### config.mk
export PLATFORM = sky130hd
export DESIGN_NAME = mbldcm_commutation_sequencer
export DESIGN_NICKNAME = d
export VERILOG_FILES = /design/src/rtl/mbldcm_commutation_sequencer.sv
export SDC_FILE = /design/constraint.sdc
export NUM_CORES = 1
export LEC_CHECK = 0
export CORE_ASPECT_RATIO = 1.5
export CORE_MARGIN = 8
export CORE_UTILIZATION = 35
export CTS_CLUSTER_DIAMETER = 50
export DETAILED_ROUTE_END_ITERATION = 7
export SLEW_MARGIN = 20
export SYNTH_ARGS = -nofsm -noshare
export SYNTH_HDL_FRONTEND = slang
export SYNTH_SLANG_ARGS = --single-unit
### constraint.sdc
create_clock -name iClk -period 1.8 [get_ports iClk]
set_clock_uncertainty 0.05 [all_clocks]
set_input_delay 0.36 -clock iClk [delete_from_list [all_inputs] [get_ports iClk]]
set_output_delay 0.36 -clock iClk [all_outputs]
set_load 0.005 [all_outputs]
### src/rtl/mbldcm_commutation_sequencer.sv
// Six-step BLDC commutation sequencer: shared phase index 0..5, blanking strobe and step pulse.
// Define MBLDCM_COMMUTATION_SEQUENCER_DEADTIME_EN to build the DEAD state and dead-time counter.
module mbldcm_commutation_sequencer #(
  parameter int pPeriodWidth = 16,
  parameter int pDeadWidth   = 8
) (
  input  logic                    iClk,
  input  logic                    iRst,
  input  logic                    iEnable,
  input  logic                    iDirection,
  input  logic [pPeriodWidth-1:0] iPeriod,
  input  logic [pDeadWidth-1:0]   iDeadTime,
  output logic [2:0]              oPhase,
  output logic                    oBlank,
  output logic                    oStepPulse,
  output logic                    oRunning,
  output logic [1:0]              oState
);

  typedef enum logic [1:0] {
    ST_IDLE = 2'd0,
    ST_DEAD = 2'd1,
    ST_RUN  = 2'd2
  } state_t;

  localparam logic [pPeriodWidth-1:0] PERIOD_ONE = pPeriodWidth'(1);

  state_t                  state_q, state_d, entry_state;
  logic [pPeriodWidth-1:0] step_cnt_q, step_cnt_d;
  logic [2:0]              phase_q, phase_d, phase_adv;
  logic                    pulse_q, pulse_d, step_due;

`ifdef MBLDCM_COMMUTATION_SEQUENCER_DEADTIME_EN
  localparam logic [pDeadWidth-1:0] DEAD_ONE = pDeadWidth'(1);
  logic [pDeadWidth-1:0] dead_cnt_q, dead_cnt_d;
  // A zero dead time skips blanking entirely and goes straight to RUN.
  assign entry_state = (iDeadTime != '0) ? ST_DEAD : ST_RUN;
`else
  logic unused_dead_time;
  assign unused_dead_time = ^iDeadTime;
  assign entry_state      = ST_RUN;
`endif

  // Live compare against iPeriod; >= lets a shortened period step on the next edge.
  assign step_due = (iPeriod != '0) && (step_cnt_q >= iPeriod - PERIOD_ONE);

  always_comb begin
    phase_adv = phase_q;
    if (iDirection) phase_adv = (phase_q == 3'd0) ? 3'd5 : phase_q - 3'd1;
    else            phase_adv = (phase_q == 3'd5) ? 3'd0 : phase_q + 3'd1;
  end

  always_comb begin
    state_d    = state_q;
    step_cnt_d = step_cnt_q;
    phase_d    = phase_q;
    pulse_d    = 1'b0;
`ifdef MBLDCM_COMMUTATION_SEQUENCER_DEADTIME_EN
    dead_cnt_d = dead_cnt_q;
`endif
    if (!iEnable) begin
      state_d    = ST_IDLE;
      step_cnt_d = '0;
`ifdef MBLDCM_COMMUTATION_SEQUENCER_DEADTIME_EN
      dead_cnt_d = '0;
`endif
    end else begin
      case (state_q)
        ST_IDLE: begin
          state_d    = entry_state;
          step_cnt_d = '0;
`ifdef MBLDCM_COMMUTATION_SEQUENCER_DEADTIME_EN
          dead_cnt_d = iDeadTime;
`endif
        end
`ifdef MBLDCM_COMMUTATION_SEQUENCER_DEADTIME_EN
        ST_DEAD: begin
          if (dead_cnt_q <= DEAD_ONE) begin
            state_d    = ST_RUN;
            dead_cnt_d = '0;
            step_cnt_d = '0;
          end else begin
            dead_cnt_d = dead_cnt_q - DEAD_ONE;
          end
        end
`endif
        ST_RUN: begin
          if (step_due) begin
            phase_d    = phase_adv;
            pulse_d    = 1'b1;
            step_cnt_d = '0;
            state_d    = entry_state;
`ifdef MBLDCM_COMMUTATION_SEQUENCER_DEADTIME_EN
            dead_cnt_d = iDeadTime;
`endif
          end else begin
            step_cnt_d = step_cnt_q + PERIOD_ONE;
          end
        end
        default: state_d = ST_IDLE;
      endcase
    end
  end

  always_ff @(posedge iClk or posedge iRst) begin
    if (iRst) begin
      state_q    <= ST_IDLE;
      step_cnt_q <= '0;
      phase_q    <= 3'd0;
      pulse_q    <= 1'b0;
`ifdef MBLDCM_COMMUTATION_SEQUENCER_DEADTIME_EN
      dead_cnt_q <= '0;
`endif
    end else begin
      state_q    <= state_d;
      step_cnt_q <= step_cnt_d;
      phase_q    <= phase_d;
      pulse_q    <= pulse_d;
`ifdef MBLDCM_COMMUTATION_SEQUENCER_DEADTIME_EN
      dead_cnt_q <= dead_cnt_d;
`endif
    end
  end

  // Blank and running decode straight from the state register, so the new
  // phase and the rising blank appear on the same edge.
  assign oPhase     = phase_q;
  assign oBlank     = (state_q != ST_RUN);
  assign oRunning   = (state_q != ST_IDLE);
  assign oStepPulse = pulse_q;
  assign oState     = state_q;

endmodule
==> metrics.yaml, run 1 <==
status:
  status: "complete, but fails checks"
  violations: "setup timing"
setup_path:
  cp.arrival_ns: 2.74
  r2r-start: "step_cnt_q[15]"
  r2r_cells: 9
  start_kind: "input port"
  endpoint_kind: "register"
  worstPathRequired_ns: 1.93
  criticalPathCategory: "in -> reg"
  worstPathMaxFanout: 5
  cp-startpoint: "iPeriod[7]"
synth:
  synth_edf_count: 0
  yosysWarnings: 0
  synth-seq-cells: 21
  synth_fa_ha_area_frac: 0.1445
  synthesis.nets: 239
  yosysMostFrequentCell: "nor2_1"
  synthMuxAreaShare: 0
  synthSimpleGateAreaFrac: 0.2840
  synth_compound_area_frac: 0.08309
  netlist.area_leader.share: 0.3035
  synth_area_leaders: "dfrtp_1, ha_1, xnor2_1, nor2_4, xor2_1"
  syn_inst: 191
  yosysSeqAreaShare: 0.3035
  synthFlopType: "dfrtp_1"
  yosysUniqueCellTypes: 38
  synth_area_per_cell_um2: 9.066
  synth_xor_area_frac: 0.1366
  syn-cell-area_um2: 1732
  yosysTopAreaCell: "dfrtp_1"
  synth.top_cells.by_count: "nor2_1, dfrtp_1, ha_1"
  async_flop_share: 1.000
  synth_top_family_by_area: "simple AND/OR/NAND/NOR gates"
die:
  fp-row-count: 31
  die_h_um: 102.1
  die_x_um: 73.43
  core-area_um2: 4810
  io_pins: 36
  start_util: 0.3600
  dieArea_um2: 7501
timing:
  setup_violations: 20
  holdWs_ns: 0.3768
  max_freq_mhz: 384.0
  slew_viol_final: 0
  period_needed_ns: 2.604
  finalHoldViolations: 0
  fin_ws_ns: -0.8039
  rsz0062_at_grt: "true"
  fin_crit_sh: 1.447
power_and_ir_drop:
  clkPwrFrac: 0.301
  p_int_uw: 751.7
  p_leak_nw: 1.138
  switchingPower_uw: 263.0
  power_density_nw_per_um2: 388.4
  power_frac_comb: 0.229
  switching_share: 0.2592
  vdd_drop_max_v: 0.0004779
  seq_power_share: 0.470
routing:
  drc: 0
  via_per_inst: 4.720
  dr.pass1.iters: 3
  postRouteWirelength_mm: 4.200
  wl_per_cell_um: 12.80
  drt_iter0_drc: 26
  wl_met1_mm: 1.653
  vias: 1548
  dr_wl_met2_mm: 2.333
  wl_met3_um: 181
  ant_nets: 0
  route.top_layer_used: "met4"
clock_tree:
  clkSlewWorstSetupHoldPaths_ns: 0.08
  clk_path_buf_depth: 2
  clk_latency_ns: 0.25
  htreeDepth: 1
  root_buffer: "clkbuf_8"
  cts_sinks: 21
  cts_tree: "yes"
  cts_buffers: 3
  cts_hold_buf: 0
placed_design:
  place_congestion: 0.7741
  portBuffers: 26
  hpwl_mm: 3.084
finish:
  regArea_um2: 525.5
  final_util: 0.5432
  multi_input_area_um2: 1328
  diodes: 0
  n_fill_cell: 481
  fin_nets: 311
  drive_gt1_frac: 0.3855
  area_growth_pct: 50.87
grt:
  antenna_found_initial: 0
  gr-total-overflow: 0
  gr-usage-all-layers: 0.1191
  grt_first_pass_wirelength_mm: 7.251
  first_global_vias: 1708
  grt_max_degree: 22
min_path:
  min_path_type: "in -> async"
job:
  maxCapViolations: 0
[power groups by stage]
stage                     logic, mW  clock network [mW]  registers [mW]
after floorplan              0.0890                   0           0.487
after detailed placement      0.207                   0           0.486
after CTS                     0.229               0.314           0.477
after global placement        0.205                   0           0.486
after global routing          0.256               0.331           0.477
final                         0.233               0.305           0.477
[worst max-delay path: stages]
cell and delay [ns]:
buf_8 0.10, nor4_4 0.31, or2b_1 0.30, nor4_4 0.29, xnor2_1 0.16, ha_1 0.27
nand2_1 0.10, nor2_2 0.05, buf_4 0.13, a21oi_4 0.16, o21ai_4 0.09, buf_6 0.13
and3_4 0.14, o22ai_2 0.14
[final timing paths]
check | end | slack (ns)
min in group iClk | step_cnt_q[0] | 0.49
worst max register to register | oPhase[2] | -0.03
max in group asynchronous | step_cnt_q[15] | 1.11
worst min-delay path | oStepPulse | 0.38
worst min register to register | step_cnt_q[0] | 0.49
worst max-delay path | oPhase[2] | -0.80
[through the flow]
step	setup TNS (ns)	area, um2	std cells	worst slack, ns	power (mW)
6_report	-15.05	2613	328	-0.8039	1.015
5_1_grt	-17.10	2613	328	-0.9148	1.064
4_1_cts	-14.79	2560	327	-0.7932	1.020
3_5_place_dp	-28.98	2352	319	-1.468	0.6932
3_3_place_gp	-28.06	2352	319	-1.414	0.6915
2_1_floorplan	-14.23	1748	191	-0.8076	0.5761
[cell usage in the layout, fill, tap and decap left out, drive strengths merged, types with 2 or more instances in the layout]
cell and instances:
a21o 2, a21oi 10, and3 5, buf 47, clkbuf 6, clkdlybuf4s15 2
clkdlybuf4s50 16, dfrtp 21, dlygate4sd2 2, ha 20, inv 11, nand2 15
nand3 9, nand4 3, nor2 32, nor2b 3, nor3 6, nor4 4
o21ai 6, xnor2 17, xor2 10
[registers in the layout (all words and copies together) (netlist names)]
| register | flops |
|---|---|
| oState | 1 |
| step_cnt_q | 16 |
| oStepPulse | 1 |
| oPhase | 3 |
[logic make-up (layout without fill, tap and decap cells)]
| group | count (synthesis) | after routing |
|---|---|---|
| fa+ha+maj | 20 | 20 |
| other cells | 1 | 1 |
| simple gates | 84 | 84 |
| flops | 21 | 21 |
| xor+xnor | 27 | 27 |
| compound gates | 23 | 24 |
| buf+inv | 15 | 85 |
[repair_timing]
item | 4_1_cts | 5_1_grt
cloned | 1 | 0
resized for setup | 52 | 20
setup buffers | 3 | 1
setup endpoints to repair | 20 | 20
pin swaps | 23 | 17
[layout make-up]
type | instances | share of cell area
clock buffer | 4 | 0.01724
inverter | 11 | 0.01580
multi-input combinational | 156 | 0.5081
sequential | 21 | 0.2011
tap | 66 | 0.03161
timing repair buffer | 70 | 0.2261
[metal layers]
| layer | vias to the layer above | GRT usage |
|---|---|---|
| met3 | 2 | 0.02259 |
| met4 | 0 | 0.03246 |
| li1 | 796 | - |
| met1 | 731 | 0.1151 |
| met2 | 19 | 0.2419 |
| met5 | - | 0 |
Note: power is estimated with default switching activity, not from simulation.
==> inputs of run 2 (changes only) <==
--- a/config.mk
+++ b/config.mk
@@ -5,6 +5,7 @@
 export SDC_FILE = /design/constraint.sdc
 export NUM_CORES = 1
 export LEC_CHECK = 0
+export CAP_MARGIN = 25
 export CORE_ASPECT_RATIO = 1.5
 export CORE_MARGIN = 8
 export CORE_UTILIZATION = 35
==> constraint.sdc (replaced) <==
create_clock -name iClk -period 2.7 [get_ports iClk]
set_clock_uncertainty 0.05 [all_clocks]
set_input_delay 0.54 -clock iClk [delete_from_list [all_inputs] [get_ports iClk]]
set_output_delay 0.54 -clock iClk [all_outputs]
set_load 0.005 [all_outputs]
==> metrics.yaml, run 2 (synthesis gave the netlist of run 1 again) <==
status:
  status: "complete, but fails checks"
  violations: "setup timing"
die:
  io_pins: 36  # unchanged
  die_x_um: 73.43  # unchanged
  dieArea_um2: 7501  # unchanged
  fp-row-count: 31  # unchanged
  die_h_um: 102.1  # unchanged
  core-area_um2: 4810  # unchanged
  start_util: 0.3600  # unchanged
setup_path:
  crit_chain: "clkdlybuf4s50_1 -> nor3_2 -> nand3b_2 -> buf_4 -> nor2_2 -> xnor2_1 -> ha_1 -> nand2_1 -> nor2_2 -> nand2_2 -> o21ai_4 -> buf_12 -> a41o_1 -> o211ai_1"
  criticalPathCategory: "in -> reg"
  cp.arrival_ns: 2.82  # +0.08 ns
  worstPathRequired_ns: 2.78  # +0.85 ns
  start_kind: "input port"
  cpPeakStageDelay_ns: 0.44  # +0.13 ns
  crit_top_cell: "nor2_2"
  critPathSlowestCell: "clkdlybuf4s50_1"
  worstPathMaxFanout: 5  # unchanged
  endpoint_kind: "register"
timing:
  max_freq_mhz: 364.9
  worst_pin_slew_ns: 0.8032
  period_needed_ns: 2.740
  max_slew_margin: 0.4639
  finalHoldViolations: 0  # unchanged
  fin_crit_sh: 1.015
  setup_tns_ns: -0.07611  # +14.97 ns
  fin_ws_ns: -0.04020  # +0.7637 ns
  rsz0062_at_grt: "true"
  setup_violations: 4  # -80%
  holdWs_ns: 0.4790  # +0.1023 ns
  slew_viol_final: 0  # unchanged
finish:
  drive_gt1_frac: 0.3306  # -0.05488
  max_flop_register: "step_cnt_q"
  mostFrequentLayoutCell: "buf_4"
  n_fill_cell: 487  # +1.2%
  layout.cells.non_filler: 311  # -5.2%
  area_growth_pct: 39.81
  fin_nets: 294  # -5.5%
  largest_reg_flops: 16  # unchanged
  diodes: 0  # unchanged
  final_cell_mix: "buf_4, dfrtp_1, ha_1"
routing:
  via_per_inst: 4.727  # +0.15%
  wl_per_cell_um: 12.70  # -0.81%
  dr.pass1.iters: 4  # +1
  ant_nets: 0  # unchanged
  postRouteWirelength_mm: 3.950  # -6.0%
  drt_iter0_drc: 25  # -3.8%
  drc: 0  # unchanged
  vias: 1470  # -5.0%
clock_tree:
  root_buffer: "clkbuf_8"
  cts_tree: "yes"
  clkSlewWorstSetupHoldPaths_ns: 0.07  # about the same
  htreeDepth: 1  # unchanged
  cts_hold_buf: 0  # unchanged
  cts_sinks: 21  # unchanged
  cts_buffers: 3  # unchanged
  clk_latency_ns: 0.25  # about the same
  clk_path_buf_depth: 2  # unchanged
placed_design:
  place_congestion: 0.7590  # -2.0%
  portBuffers: 26  # unchanged
  dp.cells: 305  # -4.4%
  hpwl_mm: 3.178  # +3.0%
job:
  maxCapViolations: 0  # unchanged
grt:
  first_global_vias: 1590  # -6.9%
  grt_first_pass_wirelength_mm: 7.010  # -3.3%
  grt_max_degree: 22  # unchanged
  gr-total-overflow: 0  # unchanged
  gr-usage-all-layers: 0.1146  # -0.004529
  antenna_found_initial: 0  # unchanged
power_and_ir_drop:
  power_density_nw_per_um2: 271.8  # -30%
  p_leak_nw: 1.028  # -9.7%
  vdd_drop_max_v: 0.0001385  # -71%
min_path:
  min_path_type: "reg -> reg"
==> run 2: layout make-up <==
type,instances,area (um2),area share
flip-flops and latches,21,525.5,0.2171
well taps,66,82.58,0.03411
clock buffers,4,45.04,0.01860
repair buffers,53,457.9,0.1891
inverters,11,41.29,0.01705
multi-input cells,156,1269,0.5240
==> run 2: report_power, final <==
group / switching [mW] / internal [mW]
combinational: 0.0682 / 0.0699
clock: 0.0961 / 0.105
sequential: 0.00263 / 0.316
total: 0.167 / 0.491
==> run 2: metal layers <==
layer  wire, um  share of wire  GRT usage
met5          0              0          0
met4         12         0.0030    0.01855
met3         71          0.018    0.01277
met2       2284           0.58     0.2260
met1       1583           0.40     0.1264
==> run 2: path summary, 6_finish.rpt <==
check	start	end	slack (ns)	cells past startpoint
worst max-delay path	iPeriod[13]	oPhase[1]	-0.04	14
worst min-delay path	step_cnt_q[0]	step_cnt_q[0]	0.48	1
worst max register to register	step_cnt_q[0]	oPhase[2]	0.76	9
worst min register to register	step_cnt_q[0]	step_cnt_q[0]	0.48	1
max in group asynchronous	iRst	oPhase[2]	1.41	2
min in group asynchronous	iRst	step_cnt_q[3]	0.68	2
==> run 2: through the flow <==
stage                     setup WS [ns]  utilization  instance area (um2)  total power, mW
after floorplan                -0.08850            -                 1748           0.3840
after global placement          -0.6210       0.4698                 2260           0.4566
after detailed placement        -0.7005       0.4698                 2260           0.4589
after CTS                      0.003258       0.4951                 2381           0.6635
after global routing            -0.1302       0.5034                 2421           0.6948
final                          -0.04020       0.5034                 2421           0.6581
==> run 2: timing repair <==
| action | in CTS | in global routing |
|---|---|---|
| pin swaps | 19 | 30 |
| gates cloned | 1 | 0 |
| resized for setup | 52 | 18 |
| setup buffers | 1 | 0 |
| setup endpoints to repair | 20 | 20 |
==> run 2: worst max-delay path, delay by kind of cell <==
kind | cells | cell delay, ns
fa+ha+maj | 1 | 0.27
simple gates | 6 | 0.73
xor+xnor | 1 | 0.08
buf+inv | 3 | 0.73
compound gates | 3 | 0.47
